### config.mk
export PLATFORM = sky130hd
export DESIGN_NAME = vram_arbiter
export DESIGN_NICKNAME = d
export VERILOG_FILES = /design/src/rtl/tankb_pkg.sv /design/src/rtl/vram_arbiter.sv
export SDC_FILE = /design/constraint.sdc
export NUM_CORES = 1
export LEC_CHECK = 0
export BUFFER_PORTS_ARGS = -buffer_cell sky130_fd_sc_hd__buf_2
export CAP_MARGIN = 20
export CORE_AREA = 2 2 78 80
export CTS_CLUSTER_SIZE = 10
export DETAILED_ROUTE_END_ITERATION = 6
export DIE_AREA = 0 0 80 82
export PLACE_DENSITY = 0.82
export SYNTH_ARGS = -nofsm -noshare
export SYNTH_HDL_FRONTEND = slang
export SYNTH_SLANG_ARGS = --single-unit
### constraint.sdc
create_clock -name CLK_18M -period 4.4 [get_ports CLK_18M]
set_clock_uncertainty 0.05 [all_clocks]
set_input_delay 0 -clock CLK_18M [delete_from_list [all_inputs] [get_ports CLK_18M]]
set_output_delay 0 -clock CLK_18M [all_outputs]
set_load 0.01 [all_outputs]
### src/rtl/tankb_pkg.sv
// Shared types and default sizes for the VRAM arbiter.
// Holds the FSM state enum, the owner enum and default AW/DW.
package tankb_pkg;

  localparam int VRAM_AW = 11;
  localparam int VRAM_DW = 8;

  typedef enum logic [1:0] {
    IDLE,
    ISSUE,
    CAPTURE
  } state_e;

  typedef enum logic {
    OWN_DISP,
    OWN_CPU
  } owner_e;

endpackage

### src/rtl/vram_arbiter.sv
// Two-master arbiter (display fetch, CPU) onto one sync single-port RAM.
// Ports: CLK_18M/RESET_n, disp_* fetch side, cpu_* access side, ram_* RAM side.
module vram_arbiter
  import tankb_pkg::*;
#(
  parameter int AW = VRAM_AW,
  parameter int DW = VRAM_DW
) (
  input  logic          CLK_18M,
  input  logic          RESET_n,
  input  logic          disp_req,
  input  logic [AW-1:0] disp_addr,
  output logic [DW-1:0] disp_data,
  output logic          disp_valid,
  output logic          disp_ovf,
  input  logic          cpu_req,
  input  logic          cpu_we,
  input  logic [AW-1:0] cpu_addr,
  input  logic [DW-1:0] cpu_din,
  output logic [DW-1:0] cpu_dout,
  output logic          cpu_ack,
  output logic [AW-1:0] ram_addr,
  output logic [DW-1:0] ram_din,
  output logic          ram_we,
  input  logic [DW-1:0] ram_dout
);

  state_e        state_q;
  owner_e        owner_q;
  logic          wr_q;

  logic          dpend_q;
  logic [AW-1:0] daddr_q;
  logic          cpend_q;
  logic          cwe_q;
  logic [AW-1:0] caddr_q;
  logic [DW-1:0] cdin_q;

  logic grant;
  logic grant_disp;
  logic grant_cpu;
  logic cpu_busy;

  // A new access may start from IDLE or overlap the CAPTURE cycle.
  assign grant      = (state_q != ISSUE) && (dpend_q || cpend_q);
  assign grant_disp = grant && dpend_q;
  assign grant_cpu  = grant && !dpend_q;

  // CPU side takes one request at a time, including its ack cycle.
  assign cpu_busy = cpend_q || cpu_ack ||
                    ((state_q != IDLE) && (owner_q == OWN_CPU));

  always_ff @(posedge CLK_18M or negedge RESET_n) begin
    if (!RESET_n) begin
      dpend_q  <= 1'b0;
      daddr_q  <= '0;
      disp_ovf <= 1'b0;
    end else if (disp_req) begin
      dpend_q <= 1'b1;
      daddr_q <= disp_addr;
      // Overwrite of a request that is not leaving at this edge.
      if (dpend_q && !grant_disp) disp_ovf <= 1'b1;
    end else if (grant_disp) begin
      dpend_q <= 1'b0;
    end
  end

  always_ff @(posedge CLK_18M or negedge RESET_n) begin
    if (!RESET_n) begin
      cpend_q <= 1'b0;
      cwe_q   <= 1'b0;
      caddr_q <= '0;
      cdin_q  <= '0;
    end else if (cpu_req && !cpu_busy) begin
      cpend_q <= 1'b1;
      cwe_q   <= cpu_we;
      caddr_q <= cpu_addr;
      cdin_q  <= cpu_din;
    end else if (grant_cpu) begin
      cpend_q <= 1'b0;
    end
  end

  always_ff @(posedge CLK_18M or negedge RESET_n) begin
    if (!RESET_n) begin
      state_q    <= IDLE;
      owner_q    <= OWN_DISP;
      wr_q       <= 1'b0;
      ram_addr   <= '0;
      ram_din    <= '0;
      ram_we     <= 1'b0;
      disp_data  <= '0;
      disp_valid <= 1'b0;
      cpu_dout   <= '0;
      cpu_ack    <= 1'b0;
    end else begin
      disp_valid <= 1'b0;
      cpu_ack    <= 1'b0;
      unique case (state_q)
        IDLE: begin
          state_q <= grant ? ISSUE : IDLE;
        end
        ISSUE: begin
          state_q <= CAPTURE;
          ram_we  <= 1'b0;
        end
        CAPTURE: begin
          if (owner_q == OWN_DISP) begin
            disp_data  <= ram_dout;
            disp_valid <= 1'b1;
          end else begin
            if (!wr_q) cpu_dout <= ram_dout;
            cpu_ack <= 1'b1;
          end
          state_q <= grant ? ISSUE : IDLE;
        end
        default: state_q <= IDLE;
      endcase
      if (grant) begin
        owner_q  <= grant_disp ? OWN_DISP : OWN_CPU;
        wr_q     <= grant_cpu && cwe_q;
        ram_addr <= grant_disp ? daddr_q : caddr_q;
        ram_we   <= grant_cpu && cwe_q;
        if (grant_cpu) ram_din <= cdin_q;
      end
    end
  end

endmodule

## Word-level counts from Yosys, hierarchy flattened

Index checks and enable logic that the tools add are counted.

- Equality and inequality tests: 3
- Multiplexer cells: 14
- Bitwise gates (word level): 2
- Reductions and logical operators: 23

Operators by type and width:

| kind | count |
|---|---|
| 2-to-1 mux 1 bit | 12 |
| 2-to-1 mux 11 bit | 1 |
| nonzero test 2 bit | 4 |
| logical AND 1 bit | 7 |
| AND reduction 2 bit | 3 |
| one-hot mux 2 bit (2 select lines) | 1 |
| logical NOT 1 bit | 3 |
| logical OR 1 bit | 3 |
| AND reduction 3 bit | 1 |
| equality test 2 x 1 -> 1 bit, second input constant | 1 |
| equality test 2 bit, second input constant | 1 |
| logical NOT 2 bit | 1 |
| != test 2 x 1 -> 1 bit, second input constant | 1 |
| inverter 1 bit | 2 |
| OR reduction 2 bit | 1 |

- Flip-flop bits (word level): 76
- Input bits: 43
- Output and inout bits: 39

## Depth between registers and ports, before layout

Gate-level depths: netlist (run 1).

- Word-level depth: 6
- Depth in mapped cells: 5
- Depth with buffers taken out: 4

## Worst setup path before layout (run 1)

No wires, ideal clock.

- Path kind: reg-to-reg
- Start point: register state_q[0]
- End point: register ram_din[0]
- Library setup time: 125 ps
- Arrival time: 1357 ps
- Path slack: 2869 ps
- Cell stages (with the launch flop): 6
- Path buffers: 1
- Period minus slack after synthesis: 1531 ps
- Cells stage by stage: dfrtp_1 -> nand2b_1 -> buf_6 -> inv_2 -> nor3b_4 -> mux2_2

- Longest elaborated chain between the ends: 4

RTL lines:

| what | line | source |
|---|---|---|
| from (decl) | vram_arbiter.sv:28 | `state_e state_q;` |
| from (signal assigned) | vram_arbiter.sv:101 | `state_q <= grant ? ISSUE : IDLE;` |
| from (signal assigned) | vram_arbiter.sv:115 | `state_q <= grant ? ISSUE : IDLE;` |
| != test 2 x 1 -> 1 bit * | vram_arbiter.sv:45 | `assign grant = (state_q != ISSUE) && (dpend_q \|\| cpend_q);` |
| logical AND 1 bit * | vram_arbiter.sv:45 |  |
| logical AND 1 bit | vram_arbiter.sv:47 | `assign grant_cpu = grant && !dpend_q;` |
| AND reduction 2 bit (no source line) * | n/a |  |
| to (signal assigned) | vram_arbiter.sv:124 | `if (grant_cpu) ram_din <= cdin_q;` |
| to (decl) | vram_arbiter.sv:23 | `output logic [DW-1:0] ram_din,` |

Every way passes the cells marked *; elsewhere a longest branch is shown, timed or not.
A chain may end at the register's enable or synchronous reset.

## Worst setup path in the final report (run 1)

- Start point: register state_q[1]
- End point: register ram_din[1]

Same word-level chain as after synthesis.

==> results of run 1 <==
-- worst max-delay path: cells and delay by family, from the launching register on --
| family | cells | cell delay [ps] |
|---|---|---|
| and+or+nand+nor | 2 | 1240 |
| muxes | 1 | 390 |
| buffers and inverters | 1 | 200 |
| DFF | 1 | 560 |
-- routing by layer --
metal | GRT usage, % | vias up | part of all wire, %
met5 | 0 | - | 0
met4 | 10.7 | 0 | 2.2
met3 | 5.93 | 14 | 5.8
met2 | 32.9 | 69 | 50
met1 | 26.3 | 1092 | 42
li1 | - | 1043 | -
-- metrics by stage --
stage | hold WS [ps] | instance area [um2]
3_5_place_dp | 151 | 3530
6_report | 40.0 | 4150
3_3_place_gp | 139 | 3530
2_1_floorplan | -346 | 3100
4_1_cts | 27.7 | 4150
5_1_grt | 38.9 | 4150
-- timing repair --
item | CTS | global route
hold buffers | 40 | 0
buffers inserted | 0 | 0
hold endpoints to repair | 123 | 0
-- where the power goes --
group | total, mW | internal [mW] | switching (mW)
logic | 0.951 | 0.528 | 0.423
clock network | 0.566 | 0.317 | 0.249
registers | 1.25 | 1.00 | 0.244
-- logic make-up after synthesis --
| kind of cell | share of synthesized area (%) |
|---|---|
| AND/OR/NAND/NOR | 7.99 |
| buffers and inverters | 2.62 |
| AO/OA/AOI/OAI | 7.75 |
| multiplexers | 20.3 |
| flip-flops | 61.3 |
-- flip-flops by register name, indices dropped and copies added (netlist names) --
| register | cells |
|---|---|
| cpu_ack | 1 |
| cpu_dout | 8 |
| dpend_q | 1 |
| disp_data | 8 |
| state_q | 2 |
| ram_din | 8 |
| cdin_q | 8 |
| ram_we | 1 |
| owner_q | 1 |
| daddr_q | 11 |
| cpend_q | 1 |
| ram_addr | 11 |
| disp_ovf | 1 |
| caddr_q | 11 |
| cwe_q | 1 |
| wr_q | 1 |
| disp_valid | 1 |
-- worst max-delay path by stage --
| stage | startpoint | endpoint | slack [ps] |
|---|---|---|---|
| 4_1_cts | state_q[1] | ram_din[1] | 1820 |
| 3_5_place_dp | state_q[1] | ram_din[1] | 1820 |
| 3_3_place_gp | state_q[1] | ram_din[1] | 1880 |
| 6_report | state_q[1] | ram_din[1] | 1840 |
| 5_1_grt | state_q[1] | ram_din[1] | 1610 |
| 2_1_floorplan | state_q[0] | ram_din[0] | 2870 |
-- cell usage in the layout (no fill, tap or decap), drive strengths merged, types with 2 or more instances in the layout --
cell         instances
clkinv               4
nand2                2
dfrtp               76
o21ai               14
nor3b                2
clkbuf               9
a21oi                2
nor2                 3
and3b               12
bufinv               2
dlygate4sd3         40
nor2b               13
mux2                55
a31oi               23
buf                 82
-- layout make-up --
class                           instances  share of cell area (%)
Clock buffer                            9                    2.99
Clock inverter                          7                    2.20
Inverter                                1                  0.0905
Multi-Input combinational cell        132                    26.9
Sequential cell                        76                    45.9
Tap cell                               75                    2.26
Timing Repair Buffer                  122                    19.7
==> results.md, run 1 <==
- Setup crit start kind: flop
- R2R setup slack: 1840 ps
- Min-delay worst type: in -> reg
- Total gr overflow: 0
- Largest net degree at the start of global routing: 77
- Total Power: 2.76 mW
- Worst path cell trace: nand2b_1 > inv_2 > nor3b_4 > mux2_2
- Resized Gates After CTS: 0
- Synth unique cells: 23
- Port bufs: 81
- Nets: 385
- Kind of critical path: reg -> reg
- CTS Buf Count: 9
- Reg2reg end: ram_din[1]
- Reg-to-reg startpoint: state_q[1]
- Non-filler cells in the finished layout: 422
- Yosys Warn Count: 0
- Dominant cell type by area after synthesis: dfrtp_1
- DP Cell Count: 366
- Max H-tree Level: 3
- Worst-margin pin slew: 1020 ps
- First-pass GRT wire length: 10.3 mm
- Multi-input logic area: 0.00112 mm2
- Share of layout cells above drive strength 1: 45.0%
- First-pass DRT Iterations: 4
- Syn nets: 268
- Clock Path Buffers: 2
- Crit path max fanout: 26
- Synth Register Bits: 76
- Crit path DAT: 2730 ps
- Max-Cap Viols: 0
- Root Driver: clkbuf_8
- Reg2Reg Depth: 4
- Number of synthesized flops with an enable pin: 0
- Vias in the first global route: 2252
- Syn Area/Cell: 13.8 um2
- RSZ-0062 raised after global routing: false
- Finished Core Util: 72.2%
- Core Area: 0.00575 mm2
- Period utilisation layout: 58.2%
- Post-place setup slack: 1820 ps
- Fin Setup TNS: 0 ps
- Run status: finished clean
- Final Max Tran Viols: 0
- Top-count cell post-synth: dfrtp_1
- Std cell rows: 28
- Main area contributors after synthesis: dfrtp_1 (61%), mux2_2 (20%), a31oi_1 (4.6%), and3b_1 (3.4%), nor2b_1 (2.6%)
- Area of the mapped netlist: 0.00310 mm2
- IO Pins: 82
- Slowest cell on the critical path: nand2b_1
- Final setup viols: 0
- FFs w/ async S/R, synth: 100%
- Min Tclk post-route: 2560 ps
- Highest cell delay on the worst timing path: 790 ps
- Die height: 82 um
- Filler cells: 408
- Worst-path clk slew: 70 ps
- # diodes: 0
- Hold Path Sink: dpend_q
- Starting Density: 54.0%
- Clk sinks: 76
- Initial antenna violation count: 0
- Via density: 5.26
- CTS tree: done
- Share of the synthesized area in the top cell type: 61.3%
- Req. time, crit path: 4570 ps
- Fin. Hold Viols: 0
- Max VDD drop: 0.410 mV
- Die W: 80 um
- Crit path capture type: flop
- Final GP Congestion: 0.725
- Gr usage total: 20.8%
- Hold depth: 2
- Hold Crit Start: disp_req
- Avg WL per Cell: 15.2 um
- DP HPWL: 4.01 mm
- Pleak: 1.94 nW
- Area Growth Syn to Fin: 33.8%
- Sequential area share after synthesis: 61.3%
- 1st-iter DRT viols: 154
- Synth cell count leaders: dfrtp_1 (76), mux2_2 (55), a31oi_1 (23)
- Via total after detailed routing: 2218
- Max frequency: 391 MHz
- Power per cell area: 666 mW/mm2
- Wirelength, routed: 6.40 mm
- Final ANT Viol Nets: 0
- Ys flop type: dfrtp_1
- Seq. cell area: 0.00190 mm2
- Die footprint: 0.00656 mm2
- Drt drc: 0
- Setup slack after layout: 1840 ps
- Rel. slew slack: 32.0%
- Clock Latency Late Sink: 340 ps
- Cells after synthesis: 225
(Power assumes the default switching activity.)
==> run 2: changes to the inputs <==
Settings changed: CORE_AREA 2 2 78 80 to 2 2 81 83, DIE_AREA 0 0 80 82 to 0 0 83 85, PLACE_DENSITY 0.82 to 0.77.
Clock period 4.4 ns to 2.45 ns, I/O delays scaled along.
==> results.md, run 2 (same netlist as run 1, synthesis figures left out) <==
- Max-Cap Viols: 0 (unchanged)
- Starting Density: 50.0% (-4.0 points)
- Via density: 5.16 (-1.9%)
- Total gr overflow: 0 (unchanged)
- First-pass GRT wire length: 11.1 mm (+7.1%)
- IO Pins: 82 (unchanged)
- Fin. Hold Viols: 0 (unchanged)
- Seq. cell area: 0.00190 mm2 (unchanged)
- Wirelength, routed: 6.67 mm (+4.2%)
- Std cell rows: 29 (+3.6%)
- Die W: 83 um (+3.8%)
- Crit path max fanout: 16 (-38%)
- CTS tree: done
- First-pass DRT Iterations: 4 (unchanged)
- Crit path capture type: flop
- Req. time, crit path: 2630 ps (-1940 ps)
- Most common cell after layout, fill and taps aside: buf_2
- Via total after detailed routing: 2212 (-0.27%)
- Kind of critical path: reg -> reg
- Multi-input logic area: 0.00112 mm2 (unchanged)
- Final setup viols: 0 (unchanged)
- Post-CTS setup buffer count: 0 (unchanged)
- Min-delay worst type: in -> reg
- Hold_buf cts: 40 (unchanged)
- Avg WL per Cell: 15.5 um (+2.5%)
- Pleak: 1.99 nW (+3.0%)
- Initial antenna violation count: 0 (unchanged)
- # diodes: 0 (unchanged)
- Commonest non-fill, non-tap cells in the layout: buf_2 (80), dfrtp_1 (76), mux2_2 (55)
- Total Power: 5.29 mW (+92%)
- Final GP Congestion: 0.806 (+11%)
- DP HPWL: 4.24 mm (+5.7%)
- Min Tclk post-route: 1850 ps (-707 ps)
- Wire length on met3: 321 um (-14%)
- Worst-margin pin slew: 922 ps (-95.0 ps)
- Run status: finished clean
- Final Max Tran Viols: 0 (unchanged)
- RSZ-0062 raised after global routing: false
- Clock Latency Late Sink: 350 ps (about the same)
- Die footprint: 0.00706 mm2 (+7.5%)
- Worst-path clk slew: 80 ps (about the same)
- Reg2Reg Depth: 4 (unchanged)
- Top flop regs: caddr_q: 11 flops, daddr_q: 11 flops, ram_addr: 11 flops
- Max layer used: met4
- Finished Core Util: 68.6% (-3.6 points)
- Rel. slew slack: 38.5% (+6.5 points)
- Setup crit start kind: flop
- Crit path DAT: 2030 ps (-700 ps)
- Resized Gates After CTS: 0 (unchanged)
- Share of layout cells above drive strength 1: 45.7% (+0.78 points)
- Hold depth: 2 (unchanged)
- Gr usage total: 20.1% (-0.72 points)
- Nets: 390 (+1.3%)
- Routed length on met2: 3.23 mm (+1.7%)
- Power per cell area: 1240 mW/mm2 (+87%)
- Final ANT Viol Nets: 0 (unchanged)
- Setup slack after layout: 598 ps (-1240 ps)
- Root Driver: clkbuf_8
- Fin Setup TNS: 0 ps (unchanged)
- Clk sinks: 76 (unchanged)
- Max H-tree Level: 3 (unchanged)
- Period utilisation layout: 75.6% (+17 points)
- Clock Path Buffers: 2 (unchanged)
- Post-place setup slack: 634 ps (-1190 ps)
- Port bufs: 81 (unchanged)
- Drt drc: 0 (unchanged)
- Largest net degree at the start of global routing: 77 (unchanged)
- Filler cells: 427 (+4.7%)
- 1st-iter DRT viols: 129 (-16%)
- Vias in the first global route: 2323 (+3.2%)
- M1 WL: 2.93 mm (+7.9%)
- CTS Buf Count: 9 (unchanged)
- Core Area: 0.00620 mm2 (+8.0%)
- Die height: 85 um (+3.7%)
- Max frequency: 540 MHz (+38%)
- Max VDD drop: 0.668 mV (+63%)
- Area Growth Syn to Fin: 37.3%
-- run 2: power breakdown --
group,switching (mW),internal (mW)
Sequential,0.356,1.80
Combinational,0.882,0.995
Clock,0.449,0.809
-- run 2: final timing paths --
path	start	to	slack (ps)
worst max-delay path	state_q[0]	cdin_q[3]	600
worst min-delay path	disp_req	dpend_q	50
worst max register to register	state_q[0]	cdin_q[3]	600
worst min register to register	disp_ovf	disp_ovf	450
max in group asynchronous	RESET_n	disp_data[0]	1460
min in group asynchronous	RESET_n	daddr_q[3]	270
-- run 2: critical path, stage by stage, from the launching register on --
cell and delay [ps]:
dfrtp_1 520, o21ai_0 210, nand3_1 370, buf_12 300, mux2_2 280
-- run 2: cell type report --
type / instances / area share [%]
Clock buffer: 10 / 3.23
Inverter: 1 / 0.0882
Tap cell: 77 / 2.26
Multi-Input combinational cell: 132 / 26.2
Sequential cell: 76 / 44.7
Timing Repair Buffer: 127 / 20.3
Clock inverter: 6 / 3.15
-- run 2: routing by layer --
metal | vias up | GRT usage [%]
met5 | - | 0
met1 | 1070 | 26.3
li1 | 1054 | -
met4 | 0 | 10.4
met3 | 16 | 4.67
met2 | 72 | 31.6
-- run 2: metrics by stage --
step / std cells / area, um2 / hold slack (ps)
after detailed placement: 373 / 3580 / 149
after CTS: 429 / 4260 / 50.6
after global placement: 373 / 3580 / 146
final: 429 / 4260 / 53.4
after global routing: 429 / 4260 / 60.0
after floorplan: 225 / 3100 / -346
